File: config.mk
export PLATFORM = sky130hd
export DESIGN_NAME = mem_arbiter
export DESIGN_NICKNAME = d
export VERILOG_FILES = /design/src/rtl/cpu_types_pkg.sv /design/src/rtl/mem_arbiter.sv
export SDC_FILE = /design/constraint.sdc
export NUM_CORES = 1
export LEC_CHECK = 0
export ABC_CLOCK_PERIOD_IN_PS = 2050
export BUFFER_PORTS_ARGS = -buffer_cell sky130_fd_sc_hd__buf_2
export CORE_AREA = 2 2 105 107
export CTS_CLUSTER_SIZE = 30
export DETAILED_ROUTE_END_ITERATION = 10
export DIE_AREA = 0 0 107 109
export GPL_ROUTABILITY_DRIVEN = 0
export PLACE_DENSITY = 0.79
export SYNTH_ARGS = -nofsm -noshare
export SYNTH_HDL_FRONTEND = slang
export SYNTH_SLANG_ARGS = --single-unit
export TNS_END_PERCENT = 1
File: constraint.sdc
create_clock -name CLK -period 2.05 [get_ports CLK]
set_input_delay 0 -clock CLK [delete_from_list [all_inputs] [get_ports CLK]]
set_output_delay 0 -clock CLK [all_outputs]
set_load 0.02 [all_outputs]
File: src/rtl/cpu_types_pkg.sv
// Shared CPU-side types and arbiter defaults.
package cpu_types_pkg;

  localparam int WORD_W          = 32;
  localparam int MAX_DSTREAK_DEF = 4;
  localparam int TIMEOUT_DEF     = 255;

  typedef logic [WORD_W-1:0] word_t;

  typedef enum logic [1:0] {
    IDLE,
    ISERV,
    DSERV,
    ERR
  } arbstate_t;

endpackage

File: src/rtl/mem_arbiter.sv
// Shares one RAM port between fetch and data requesters; data has priority,
// bounded by a streak counter, with a per-access watchdog into a sticky ERR.
module mem_arbiter
  import cpu_types_pkg::*;
#(
  parameter int ADDR_W      = WORD_W,
  parameter int DATA_W      = WORD_W,
  parameter int MAX_DSTREAK = MAX_DSTREAK_DEF,
  parameter int TIMEOUT     = TIMEOUT_DEF
) (
  input  logic              CLK,
  input  logic              nRST,
  input  logic              halt,
  input  logic              iREN,
  input  logic [ADDR_W-1:0] iaddr,
  output logic [DATA_W-1:0] iload,
  output logic              iwait,
  input  logic              dREN,
  input  logic              dWEN,
  input  logic [ADDR_W-1:0] daddr,
  input  logic [DATA_W-1:0] dstore,
  output logic [DATA_W-1:0] dload,
  output logic              dwait,
  output logic              ramREN,
  output logic              ramWEN,
  output logic [ADDR_W-1:0] ramaddr,
  output logic [DATA_W-1:0] ramstore,
  input  logic [DATA_W-1:0] ramload,
  input  logic              ramready,
  input  logic              ramerror,
  output logic              arb_err
);

  localparam int DS_W = $clog2(MAX_DSTREAK + 1);
  localparam int WD_W = $clog2(TIMEOUT + 1);
  localparam logic [DS_W-1:0] DS_MAX = DS_W'(MAX_DSTREAK);
  localparam logic [WD_W-1:0] WD_MAX = WD_W'(TIMEOUT);

  arbstate_t         state;
  logic [ADDR_W-1:0] lat_addr;
  logic [DATA_W-1:0] lat_store;
  logic              lat_wr;
  logic [DS_W-1:0]   dstreak;
  logic [WD_W-1:0]   wdog;
  logic              err_q;

  logic dreq, ireq, streak_full, grant_d, grant_i, serving, done, wd_expire;

  always_comb begin
    dreq        = dREN | dWEN;
    ireq        = iREN & ~halt;
    streak_full = (dstreak == DS_MAX);
    grant_d     = dreq & ~(ireq & streak_full);
    grant_i     = ~grant_d & ireq;
    serving     = (state == ISERV) || (state == DSERV);
    // a simultaneous ramerror overrides ramready, so the requester keeps waiting
    done        = ramready & ~ramerror;
    wd_expire   = ((wdog + WD_W'(1)) == WD_MAX);
  end

  always_ff @(posedge CLK) begin
    if (!nRST) begin
      state     <= IDLE;
      lat_addr  <= '0;
      lat_store <= '0;
      lat_wr    <= 1'b0;
      dstreak   <= '0;
      wdog      <= '0;
      err_q     <= 1'b0;
    end else begin
      case (state)
        IDLE: begin
          wdog <= '0;
          if (grant_d) begin
            state     <= DSERV;
            lat_addr  <= daddr;
            lat_store <= dstore;
            lat_wr    <= dWEN;
            dstreak   <= streak_full ? dstreak : dstreak + DS_W'(1);
          end else if (grant_i) begin
            state     <= ISERV;
            lat_addr  <= iaddr;
            lat_store <= '0;
            lat_wr    <= 1'b0;
            dstreak   <= '0;
          end else begin
            dstreak <= '0;
          end
        end
        ISERV, DSERV: begin
          if (ramerror || (!ramready && wd_expire)) begin
            state <= ERR;
            err_q <= 1'b1;
          end else if (ramready) begin
            state <= IDLE;
            wdog  <= '0;
          end else begin
            wdog <= wdog + WD_W'(1);
          end
        end
        ERR:     state <= ERR;
        default: state <= IDLE;
      endcase
    end
  end

  always_comb begin
    ramREN   = serving & ~lat_wr;
    ramWEN   = serving & lat_wr;
    ramaddr  = serving ? lat_addr : '0;
    ramstore = serving ? lat_store : '0;
    iwait    = iREN & ~((state == ISERV) & done);
    dwait    = dreq & ~((state == DSERV) & done);
    iload    = ramload;
    dload    = ramload;
    arb_err  = err_q;
  end

endmodule

=== Word level (Yosys, flattened, before mapping) ===
Index checks and enable logic that the tools add are counted.

* $add $sub $neg: 2
* $mul: 0
* Div/mod/pow operators: 0
* $lt $le $gt $ge: 0
* Equality and inequality tests: 9
* Shifts and indexed selects: 0
* Muxes and demuxes: 18
* Bitwise operators: 19
* Reduce and logical (&&, ||, !) cells: 13

{| class="wikitable"
|+ Operators with widths
! cell !! count
|-
| $mux W32 || 6
|-
| $mux W8 || 2
|-
| $pmux W8 S2 || 1
|-
| $and A1 B1 Y1 || 11
|-
| $reduce_and A2 Y1 || 5
|-
| $add A8 B1 Y8 const B || 1
|-
| $eq A8 B8 Y1 const B || 1
|-
| $mux W2 || 4
|-
| $not A1 Y1 || 7
|-
| $mux W3 || 2
|-
| $ne A3 B3 Y1 const B || 2
|-
| $pmux W2 S3 || 1
|-
| $eq A2 B2 Y1 const B || 2
|-
| $ne A2 B2 Y1 const B || 2
|-
| $reduce_bool A2 Y1 || 2
|-
| $add A3 B1 Y3 const B || 1
|-
| $eq A3 B3 Y1 const B || 1
|-
| $eq A2 B1 Y1 const B || 1
|-
| $logic_not A2 Y1 || 1
|-
| $logic_or A1 B1 Y1 || 2
|-
| $mux W1 || 2
|-
| $reduce_or A2 Y1 || 1
|-
| $logic_and A1 B1 Y1 || 1
|-
| $logic_not A1 Y1 || 1
|-
| $or A1 B1 Y1 || 1
|}

* Flip-flop bits (word level): 79
* Bits in latches: 0
* Bits in writable memories: 0
* ROM bits: 0
* Output and inout bits: 133
* Memories: 0

=== Logic depth before layout (Yosys ltp) ===
Gate-level depths: netlist (run 1).

* Depth after elaboration: 10
* Depth in mapped cells: 9

=== Worst setup path after synthesis (run 1) ===
Ideal clock, no wire load.

* Kind: register -> register
* Start point: register dstreak[0]
* End point: register state[0]
* Arrival time: 1719 ps
* Required time: 1933 ps
* Path slack: 215 ps
* Cell stages (with the launch flop): 10
* Buffers on the path: 2
* Period minus slack after synthesis: 1835 ps
* Cells stage by stage: dfxtp_1 inv_1 ha_1 nand2_1 o22ai_1 buf_2 nor2_1 clkbuf_1 nor2_1 a22o_1

* Cells in the longest elaborated chain, start to end: 8
* Elaborated cells on any way between the ends: 10

{| class="wikitable"
|+ RTL lines
! item !! line !! RTL
|-
| from (decl) || mem_arbiter.sv:43 || <nowiki>logic [DS_W-1:0] dstreak;</nowiki>
|-
| from (signal assigned) || mem_arbiter.sv:79 || <nowiki>dstreak <= streak_full ? dstreak : dstreak + DS_W'(1);</nowiki>
|-
| $eq A3 B3 Y1 * || mem_arbiter.sv:52 || <nowiki>streak_full = (dstreak == DS_MAX);</nowiki>
|-
| $and A1 B1 Y1 * || mem_arbiter.sv:53 || <nowiki>grant_d = dreq & ~(ireq & streak_full);</nowiki>
|-
| $not A1 Y1 * || mem_arbiter.sv:53 ||
|-
| $and A1 B1 Y1 * || mem_arbiter.sv:53 ||
|-
| $not A1 Y1 || mem_arbiter.sv:54 || <nowiki>grant_i = ~grant_d & ireq;</nowiki>
|-
| $and A1 B1 Y1 || mem_arbiter.sv:54 ||
|-
| $ne A3 B3 Y1 (no line) || n/a ||
|-
| $reduce_and A2 Y1 (no line) || n/a ||
|-
| to (signal assigned) || mem_arbiter.sv:63 || <nowiki>state <= IDLE;</nowiki>
|-
| to (signal assigned) || mem_arbiter.sv:75 || <nowiki>state <= DSERV;</nowiki>
|-
| to (signal assigned) || mem_arbiter.sv:81 || <nowiki>state <= ISERV;</nowiki>
|-
| to (decl) || mem_arbiter.sv:39 || <nowiki>arbstate_t state;</nowiki>
|}

Mark *: on every way between the ends. The rest lies on a longest branch, timed or not.
A chain may end at the register's enable or synchronous reset.

=== Worst setup path after layout (run 1) ===
* Start point: register wdog[1]
* End point: register state[0]

* Cells in the longest elaborated chain, start to end: 6
* Elaborated cells on any way between the ends: 8

{| class="wikitable"
|+ RTL lines
! item !! line !! RTL
|-
| from (decl) || mem_arbiter.sv:44 || <nowiki>logic [WD_W-1:0] wdog;</nowiki>
|-
| from (signal assigned) || mem_arbiter.sv:98 || <nowiki>wdog <= wdog + WD_W'(1);</nowiki>
|-
| $add A8 B1 Y8 * || mem_arbiter.sv:58 || <nowiki>wd_expire = ((wdog + WD_W'(1)) == WD_MAX);</nowiki>
|-
| $eq A8 B8 Y1 * || mem_arbiter.sv:58 ||
|-
| $logic_and A1 B1 Y1 * || mem_arbiter.sv:91 || <nowiki>if (ramerror || (!ramready && wd_expire)) begin</nowiki>
|-
| $logic_or A1 B1 Y1 * || mem_arbiter.sv:91 ||
|-
| $mux W2 / $ne A3 B3 Y1 (equally long branches) || n/a ||
|-
| $pmux W2 S3 / $reduce_and A2 Y1 (equally long branches) || n/a ||
|-
| to (signal assigned) || mem_arbiter.sv:75 ||
|-
| to (signal assigned) || mem_arbiter.sv:92 || <nowiki>state <= ERR;</nowiki>
|-
| to (signal assigned) || mem_arbiter.sv:95 || <nowiki>state <= IDLE;</nowiki>
|}

Marks and branches as above.

==> results of run 1 <==
stage by stage:
step                      hold WS [ns]  setup slack [ns]
after floorplan                  0.113             0.215
after global placement        0.000200             0.107
after detailed placement      0.000200           -0.0265
after CTS                    0.0000198            0.0618
after global routing         0.0000631          -0.00285
final                       0.00000976            0.0503
power by group through the flow:
stage                     combinational, µW  clock, µW  sequential (µW)
after floorplan                        2400          0             2200
after global placement                 3190          0             2230
after detailed placement               3270          0             2260
after CTS                              3400       1170             2240
after global routing                   3750       1230             2290
final                                  3420       1130             2240
registers in the layout, summed over array words and instances, names as in the netlist:
name	flops
lat_addr	32
lat_store	32
wdog	8
dstreak	3
state	2
arb_err	1
lat_wr	1
logic make-up after synthesis:
family	share of synthesized area (%)
AND/OR/NAND/NOR	21.2
AO/OA/AOI/OAI	18.9
XOR/XNOR	0.390
buffers and inverters	14.7
multiplexers	7.36
adder cells (fa/ha/maj)	2.23
flip-flops	35.2
routing by layer:
layer  global-route usage [%]  vias up
met5                        0        -
met4                     12.5        0
met3                     5.20       61
met2                     37.7      211
met1                     23.0     1885
li1                         -     1989
worst min-delay path by stage:
stage,from,endpoint,cells past startpoint
2_1_floorplan,ramload[0],dload[0],1
3_3_place_gp,ramload[14],iload[14],0
3_5_place_dp,ramload[14],iload[14],0
4_1_cts,daddr[2],lat_addr[2]$_SDFFE_PN0P_,4
5_1_grt,ramload[23],dload[23],0
6_report,ramload[0],dload[0],0
worst max-delay path, delay by kind of cell (launching register included):
kind / cells / cell delay, ns
AO/OA/AOI/OAI: 4 / 1.03
adder cells (fa/ha/maj): 1 / 0.32
flip-flops: 1 / 0.45
AND/OR/NAND/NOR: 1 / 0.11
synthesized netlist by cell type, drive strengths merged (3+ instances only):
library cell	instances	area share, %
dfxtp	79	35
nand3	4	0.45
nor2	10	0.84
a21oi	7	1.0
ha	8	2.2
buf	69	11
and2	66	9.2
mux2i	33	7.4
o21ai	8	0.89
o211a	32	7.1
nor3	5	0.78
nor2b	38	5.3
o22a	3	0.59
clkbuf	29	2.4
nand2	41	3.5
a22oi	33	5.5
inv	11	0.92
o22ai	4	0.56
layout make-up:
class                           count  area share, %
Timing Repair Buffer              254           28.3
Clock buffer                       11           2.21
Sequential cell                    79           26.6
Inverter                           11          0.695
Multi-Input combinational cell    315           38.3
Tap cell                          140           2.95
Clock inverter                      5          0.989
timing repair:
action / 4_1_cts / 5_1_grt
endpoints found under the hold margin: 56 / 0
hold buffers: 70 / 0
gates resized for setup: 2 / 1
endpoints found under the setup margin: 3 / 6
==> metrics.yaml, run 1 <==
status:
  status: "finished, final reports clean"
detailed_routing:
  drt_iter0_drc: 195
  drt_pass1_iterations: 5
  dr.max_layer_used: "met4"
  drc: 0
  drt-met1-wl_um: 4860
  vias_per_cell: 5.09
  wl_met3_um: 869
  final_antenna_net_count: 0
  wl_per_cell_um: 15.7
  vias: 4146
  met2_length_um: 6490
  wl_um: 12800
final_layout:
  seqCellArea_um2: 1580
  drive_gt1_share_pct: 31.3
  final_common_cell: "buf_2"
  n_antenna_cell: 0
  design_area_um2: 5940
  area_growth_syn_to_layout_pct: 32.3
  post-route-util_pct: 56.1
  layout_common_cells: "buf_2 (172), dfxtp_1 (79), dlygate4sd3_1 (70)"
  fillers: 902
  instances_no_fill: 815
  multi_input_area_um2: 2270
  fin_nets: 814
grt:
  grt_util_all_layers_pct: 21.2
  grt_max_degree: 48
  grt_pass1_wl_um: 19600
  grt_pass1_vias: 4234
  antenna_found_initial: 0
  grt.overflow.total: 0
critical_path:
  startpoint: "wdog[1]$_SDFFE_PN0P_"
  start_kind: "flip-flop"
  r2r_cells: 6
  path_max_fanout: 10
  arrival_ns: 2.24
  criticalPathCategory: "flip-flop to flip-flop"
  cp-endpoint: "state[0]$_SDFFE_PN0P_"
  end_kind: "flip-flop"
  slowest_stage: "dfxtp_1"
  timing.rr.end: "state[0]$_SDFFE_PN0P_"
  r2r-start: "wdog[1]$_SDFFE_PN0P_"
  cp.required_ns: 2.29
  max_stage_delay_ns: 0.45
  path_cells: "ha_1 > a31oi_1 > o22ai_1 > a211o_2 > nand2_1 > a22o_1"
  r2r_slack_ns: 0.05
pwr:
  vdd_drop_max_uv: 595
  p_total_uw: 6790
  powerDensity_nw_per_um2: 1140
  power_frac_clock_pct: 16.7
  power_frac_comb_pct: 50.3
  sequentialPowerShare_pct: 33.0
  power_leakage_uw: 0.00300
  switching_power_uw: 2890
  swShare_pct: 42.5
  p_int_uw: 3900
die:
  die_w_um: 107
  core_um2: 10600
  initial_core_util_pct: 42.4
  pin_count: 269
  die_h_um: 109
  die_area_um2: 11700
  placementRows: 38
timing:
  hold_viol: 0
  clock.fmax_mhz: 500
  rsz0062_at_grt: "yes"
  worst_pin_slew_ns: 0.421
  period_needed_ns: 2.00
  skew_ns: 0.00861
  finalSetupViolCount: 0
  period_share_pct: 97.5
  drv_slew: 0
  maxSlewHeadroom_pct: 72.0
  fin_tns_setup_ns: 0
clocking:
  postCtsSetupRepairBufs: 0
  insertion_delay_ns: 0.34
  cts-buffers-inserted: 9
  cts_buffer_depth: 2
  htree_levels: 3
  cts-root-buf: "clkbuf_8"
  cts_sinks: 79
  cts_tree: "done"
  clk_pin_slew_ns: 0.08
placed_design:
  place_hpwl_um: 8340
  port-buffer-count: 172
  place_area_um2: 5040
  placed_cells: 729
synthesis:
  ys.flop_type: "dfxtp_1"
  yosys_warnings: 0
  syn-cell-area_um2: 4490
  async_flop_share_pct: 0
  yosysSeqAreaShare_pct: 35.2
  syn_avg_cell_area_um2: 8.93
  synth-edff-count: 0
  synth_cell_type_count: 41
  synth_cells: 503
  ys_seq_elements: 79
  synth_nets: 647
worst_hold_path:
  hp-class: "primary input to output port"
run:
  max-cap-violations: 0
No activity file was read; power rests on OpenSTA's default activity.
==> run 2: changes to the inputs <==
- REMOVE_ABC_BUFFERS: default -> 1
- SKIP_LAST_GASP: default -> 1
==> run 2 against run 1 <==
  * Clock power up 23%
  * Combinational power down 2%
  * The flow now finishes with violations (DRC)
  * Largest cell class unchanged
  * Flip-flop and latch count unchanged
  * Core utilization up 2.2 points
  * Die area unchanged
  * Highest routed layer is now met5
  * Cell count up 2.2%
==> metrics.yaml, run 2 (synthesis gave the netlist of run 1 again) <==
worst_hold_path:
  hp-class: "primary input to output port"
critical_path:
  end_kind: "flip-flop"
  critPathTopFamily: "compound AO/OA/AOI/OAI gates"
  path_max_fanout: 6
  start_kind: "flip-flop"
  arrival_ns: 2.18
  cp.required_ns: 2.29
  criticalPathCategory: "flip-flop to flip-flop"
  path_cells: "nand2_2 > and3_4 > o311a_4 > a21oi_4 > a21oi_1 > a211o_1"
  path_buf_inv: 0
  max_stage_delay_ns: 0.43
  slowest_stage: "dfxtp_1"
final_layout:
  design_area_um2: 6180
  fin_nets: 832
  biggestRegsByFlops: "lat_addr: 32 flops, lat_store: 32 flops, wdog: 8 flops"
  final_common_cell: "buf_2"
  instances_no_fill: 833
  layout_common_cells: "buf_2 (172), dlygate4sd3_1 (90), dfxtp_1 (78)"
  drive_gt1_share_pct: 30.4
  n_antenna_cell: 0
  area_growth_syn_to_layout_pct: 37.5
grt:
  grt_pass1_wl_um: 22500
  grt.overflow.total: 0
  grt_util_all_layers_pct: 25.3
  grt_max_degree: 43
  grt_pass1_vias: 4358
  antenna_found_initial: 0
pwr:
  power_frac_clock_pct: 19.9
  swShare_pct: 41.0
  switching_power_uw: 2870
  sequentialPowerShare_pct: 32.0
  powerDensity_nw_per_um2: 1130
  power_frac_comb_pct: 48.1
  vdd_drop_max_uv: 519
  p_int_uw: 4120
  power_leakage_uw: 0.00310
clocking:
  cts_tree: "done"
  cts_sinks: 79
  htree_levels: 3
  insertion_delay_ns: 0.35
  postCtsSetupRepairBufs: 0
  clk_pin_slew_ns: 0.08
  cts-root-buf: "clkbuf_8"
  cts-buffers-inserted: 9
  cts_buffer_depth: 2
timing:
  rsz0062_at_grt: "yes"
  finalSetupViolCount: 0
  hold_viol: 0
  clock.fmax_mhz: 516
  drv_slew: 0
  skew_ns: 0.00885
  worst_pin_slew_ns: 0.449
  fin_tns_setup_ns: 0
  period_share_pct: 94.6
  maxSlewHeadroom_pct: 70.1
  period_needed_ns: 1.94
  fin_ws_ns: 0.110
placed_design:
  place_hpwl_um: 9280
  pre_cts_slack_ns: -0.0410
  placed_cells: 727
  place_area_um2: 5030
  port-buffer-count: 172
die:
  initial_core_util_pct: 42.4
  die_h_um: 109
  pin_count: 269
  die_w_um: 107
  die_area_um2: 11700
  placementRows: 38
  core_um2: 10600
detailed_routing:
  drt_iter0_drc: 325
  vias_per_cell: 5.24
  drc: 2
  wl_um: 15100
  vias: 4361
  wl_per_cell_um: 18.1
  drt_pass1_iterations: 9
  final_antenna_net_count: 0
run:
  max-cap-violations: 0
status:
  violations: "DRC"
  status: "finished with violations"
[run 2: cell types whose count changed in the layout (fill, tap and decap cells not counted)]
cell           previous run  this run
dfxtp_2                   0         1
bufinv_16                 1         3
clkinvlp_4                2         1
buf_4                     9         8
ha_1                      7         6
buf_6                     1         0
dfxtp_1                  79        78
dlygate4sd3_1            70        90
clkinv_2                  1         0
ha_2                      1         2
[run 2: power groups by stage]
stage / Clock (µW) / Sequential, µW / Combinational [µW]
after global routing: 1490 / 2290 / 3680
after CTS: 1420 / 2230 / 3350
after floorplan: 0 / 2200 / 2110
after global placement: 0 / 2240 / 3100
after detailed placement: 0 / 2260 / 3210
final: 1390 / 2240 / 3360
[run 2: final cells by class]
cell class              count  area (µm²)
fillers                   876        4430
multi-input cells         315        2280
repair buffers            272        1860
flip-flops and latches     79        1580
well taps                 140         175
clock buffers              11         131
clock inverters             5         106
inverters                  11        41.3
[run 2: what timing repair did]
action                                  4_1_cts  5_1_grt
hold buffers                                 90        0
hold endpoints to repair                     63        0
gates resized for setup                       1        2
endpoints found under the setup margin        3       12
[run 2: metrics by stage]
stage / hold WS [ns] / power (µW) / util [%]
after floorplan: 0 / 4310 / -
after global placement: 0.000257 / 5340 / 47.5
after detailed placement: 0.000257 / 5470 / 47.5
after CTS: 0.000145 / 7010 / 58.2
after global routing: 0.000210 / 7470 / 58.2
final: 0.000200 / 6980 / 58.2
[run 2: final timing paths]
check                                     startpoint              endpoint  slack (ns)  depth (start not counted)
worst min register to register  arb_err$_SDFFE_PN0P_  arb_err$_SDFFE_PN0P_        0.48                          1
worst max register to register  wdog[0]$_SDFFE_PN0P_  wdog[6]$_SDFFE_PN0P_        0.11                          6
worst min-delay path                     ramload[14]             iload[14]      0.0002                          0
worst max-delay path            wdog[0]$_SDFFE_PN0P_  wdog[6]$_SDFFE_PN0P_        0.11                          6
[run 2: metal layers]
| metal | up-vias | wire length [µm] | track usage, % |
|---|---|---|---|
| li1 | 2026 | - | - |
| met1 | 2002 | 5870 | 27.9 |
| met2 | 284 | 6890 | 39.3 |
| met3 | 47 | 1830 | 13.4 |
| met4 | 2 | 471 | 12.2 |
| met5 | - | 54 | 8.04 |
